===== config.mk =====
export PLATFORM = sky130hd
export DESIGN_NAME = tc_pattern_gen
export DESIGN_NICKNAME = d
export VERILOG_FILES = /design/src/rtl/axi_ddr_tc_pkg.sv /design/src/rtl/tc_pattern_gen.sv
export SDC_FILE = /design/constraint.sdc
export NUM_CORES = 1
export LEC_CHECK = 0
export BUFFER_PORTS_ARGS = -buffer_cell sky130_fd_sc_hd__buf_2
export CAP_MARGIN = 10
export CORE_MARGIN = 4
export CORE_UTILIZATION = 45
export DETAILED_ROUTE_END_ITERATION = 8
export HOLD_SLACK_MARGIN = 0.06
export PLACE_DENSITY = 0.84
export SLEW_MARGIN = 20
export SYNTH_ARGS = -nofsm -noshare
export SYNTH_HDL_FRONTEND = slang
export SYNTH_SLANG_ARGS = --single-unit

===== constraint.sdc =====
create_clock -name clk_i -period 2.8 [get_ports clk_i]
set_clock_uncertainty 0.2 [all_clocks]
set_input_delay 0.42 -clock clk_i [delete_from_list [all_inputs] [get_ports clk_i]]
set_output_delay 0.42 -clock clk_i [all_outputs]
set_load 0.005 [all_outputs]

===== src/rtl/axi_ddr_tc_pkg.sv =====
// Shared types and helpers for the AXI DDR traffic checker.
// Holds the sequencer state encoding, LFSR taps, AXI response codes and
// the beat address arithmetic used by both the write and the read phase.
package axi_ddr_tc_pkg;

    typedef enum logic [2:0] {
        ST_IDLE,
        ST_WAIT_CAL,
        ST_WR_ADDR,
        ST_WR_DATA,
        ST_WR_RESP,
        ST_RD_ADDR,
        ST_RD_DATA,
        ST_DONE
    } tc_state_e;

    // Galois feedback mask for x^32 + x^22 + x^2 + x + 1 (right-shifting form)
    localparam logic [31:0] LFSR_TAPS = 32'h8020_0003;

    localparam logic [1:0] AXI_RESP_OKAY = 2'b00;

    function automatic logic [31:0] lfsr_next(input logic [31:0] s);
        return {1'b0, s[31:1]} ^ (s[0] ? LFSR_TAPS : 32'h0);
    endfunction

    // Byte address of beat `beat` inside burst `idx` of the test region
    function automatic logic [63:0] beat_addr(
        input logic [63:0] base,
        input logic [31:0] idx,
        input logic [31:0] beat,
        input logic [31:0] burst_len,
        input logic [31:0] bytes_per_beat
    );
        logic [63:0] beat_num;
        beat_num = 64'(idx) * 64'(burst_len) + 64'(beat);
        return base + beat_num * 64'(bytes_per_beat);
    endfunction

endpackage


===== src/rtl/tc_pattern_gen.sv =====
// Test pattern source: one DataWidth word per cycle, either the beat address
// folded into every 32-bit lane or a Galois LFSR stepped once per lane.
// Used once for write data and once for the read expectation.
module tc_pattern_gen
    import axi_ddr_tc_pkg::*;
#(
    parameter int DataWidth = 64
) (
    input  logic                 clk_i,
    input  logic                 load_i,
    input  logic                 advance_i,
    input  logic                 mode_i,
    input  logic [31:0]          seed_i,
    input  logic [31:0]          addr_lo_i,
    output logic [DataWidth-1:0] data_o
);

    localparam int Lanes = DataWidth / 32;

    logic [31:0] lfsr_q, lfsr_d;

    // Build every lane of the current word and the LFSR state that follows it
    always_comb begin
        logic [31:0] s;
        s      = lfsr_q;
        data_o = '0;
        for (int k = 0; k < Lanes; k++) begin
            data_o[k*32 +: 32] = mode_i ? s : (addr_lo_i ^ 32'(k));
            s = lfsr_next(s);
        end
        lfsr_d = lfsr_q;
        if (load_i) begin
            lfsr_d = seed_i;
        end else if (advance_i) begin
            lfsr_d = s;
        end
    end

    // LFSR state is always loaded before use, so it carries no reset
    always_ff @(posedge clk_i) begin
        lfsr_q <= lfsr_d;
    end

endmodule


==> impl_results.md <==
* Bufs on Longest Clock Path at 2
* First-pass GRT wire length at 7310 µm
* # rows at 24
* Post-Layout Inst Area at 2830 µm²
* WL/cell at 12.6 µm
* Slew Viols, Final at 0
* Worst hold slack at 0.241 ns
* Worst Slack Setup Final at 0.625 ns
* Crit path time final at 2.17 ns
* Pint at 1080 µW
* Crit Path Class: in -> out
* Layout cells sized above 1 at 49.1%
* RePlAce Congestion at 0.786
* Setup TNS at 0 ns
* Post-CTS setup buffers at 0
* Comb pwr share at 25.8%
* Fin nets at 413
* VDD IR max at 408 µV
* Fmax at 0.460 GHz
* Die H at 75.7 µm
* Clock power share at 29.3%
* Antenna diodes at 0
* Tightest Hold Check Type: in -> reg
* Die ar. at 5740 µm²
* CTS H-Tree Depth at 2
* Post-Syn Nets at 285
* Sink Count at 32
* Distinct cells, synth at 17
* # setup viols final at 0
* RSZ-0062 raised after global routing: false
* Seq. cell area at 961 µm²
* Drt pass-1 iters at 4
* DRC violations left at 0
* Initial DRC count at 77
* Top reg by flops: lfsr_q
* Rel. slew slack at 50.3%
* Type of origin of the critical path: input pin
* Syn-to-layout area delta at 37.0%
* Required time of the worst setup path at 2.18 ns
* Number of synthesized register bits at 32
* Sequential share of the synthesized area at 46.5%
* Sw Share at 25.1%
* Period utilisation layout at 77.7%
* Number of antenna violations at the first check in global routing at 0
* Area leader, netlist: edfxtp_1
* Multi-input logic area at 1000 µm²
* Post-synth EDFFs at 32
* Number of fillers in the final layout at 389
* Vias at 1,855
* Hpwl dp at 4010 µm
* Post-Route WL at 5000 µm
* PD cells at 509 nW/µm²
* Largest net degree at the start of global routing at 36
* Max FFs per register at 32
* Top Registers: lfsr_q (32)
* CP Max Fanout at 35
* Vias in the first global route at 1,667
* Static leakage at 0.00153 µW
* CTS Hold Buffers Added at 0
* Crit path arrival time at 1.55 ns
* GRT Util Overall at 17.1%
* Top cells by area, synth: edfxtp_1, nand2_1, mux2_2, nand2b_1, buf_6
* CP endpoint kind: output port
* Top cell type's share of synthesized area at 46.5%
* Synth Area per Inst at 9.51 µm²
* Gr ovfl total at 0
* Placeable Area at 4380 µm²
* Most frequent cell after synthesis: nand2_1
* IO buf count at 131
* Vias per cell at 4.66
* Antenna-violating nets left at 0
* Clock tree from TritonCTS: built
* Die width at 75.7 µm
* Cells after synthesis at 217
* Mapped Area at 2060 µm²
* Worst Tran Pin Value at 0.745 ns
* Primary FF master, synth: edfxtp_1
* Post-cts resize count at 0
* Sequential fraction of design power at 44.9%
* Worst-Skew Late Latency at 0.27 ns
* Max_cap viols at 0
* Ports at 132
* FFs w/ async S/R, synth at 0%
* Post-DP Area at 2720 µm²
* Worst-path clk slew at 0.06 ns
* Post-placement setup slack at 0.598 ns
* Synth cell count leaders: nand2_1, edfxtp_1, nand2b_1
* Ys Warns at 0
* Final Hold Vio Count at 0
* Initial Utilization at 47.1%
* Sw power at 361 µW
* Number of buffers created by CTS at 5
* Status: completed
* Root buf cell: clkbuf_8
## cell type report
| cell class | count | share of cell area [%] |
|---|---|---|
| Multi-Input combinational cell | 168 | 35.4 |
| Clock inverter | 2 | 1.24 |
| Tap cell | 52 | 2.30 |
| Timing Repair Buffer | 134 | 24.0 |
| Clock buffer | 6 | 2.57 |
| Sequential cell | 32 | 34.0 |
| Inverter | 4 | 0.531 |
## placed cells by master, fill, tap and decap left out, drive strengths merged, types with 3 or more instances in the layout
cell / Yosys / routed
nand2: 92 / 92
mux2: 28 / 28
nand2b: 29 / 29
inv: 4 / 4
edfxtp: 32 / 32
o21ai: 5 / 5
xnor2: 4 / 4
buf: 10 / 134
mux2i: 3 / 3
clkbuf: 3 / 6
## critical path, cell delays in order
cell      delay [ns]
buf_2           0.42
buf_4           0.36
nand2b_1        0.17
nand2_1         0.05
buf_2           0.12
## path summary, 6_finish.rpt
kind | to | slack (ns) | depth (start not counted) | from
min reg2reg | lfsr_q[19] | 0.38 | 1 | lfsr_q[21]
max reg2reg | lfsr_q[1] | 1.34 | 2 | lfsr_q[0]
min | lfsr_q[1] | 0.24 | 3 | seed_i[1]
max | data_o[2] | 0.63 | 5 | mode_i
## cell families (layout without fill, tap and decap cells)
family | after synthesis | in the layout | share of synthesized area (%)
mux | 31 | 31 | 16.7
simple gates | 124 | 124 | 26.2
xor+xnor | 6 | 6 | 3.88
buf+inv | 17 | 146 | 4.97
compound gates | 7 | 7 | 1.70
flops | 32 | 32 | 46.5
## stage by stage
| step | cells | power (µW) | util, % |
|---|---|---|---|
| 2_1_floorplan | 217 | 866 | - |
| 3_3_place_gp | 390 | 1020 | 62.0 |
| 3_5_place_dp | 390 | 1030 | 62.0 |
| 4_1_cts | 398 | 1460 | 64.5 |
| 5_1_grt | 398 | 1530 | 64.5 |
| 6_report | 398 | 1440 | 64.5 |
## power by group through the flow
stage               combinational (µW)  clock (µW)  sequential (µW)
floorplan                          233           0              633
global placement                   369           0              655
detailed placement                 376           0              657
CTS                                378         434              648
global route                       418         461              654
finish                             371         421              646
## per-layer routing
layer  vias up  part of all wire [%]  global-route usage, %
li1        967                     -                      -
met1       814                    42                   19.9
met2        70                    49                   29.7
met3         4                   7.6                   4.49
met4         0                   1.5                   6.80
met5         -                     0                      0
(Power assumes the default switching activity.)
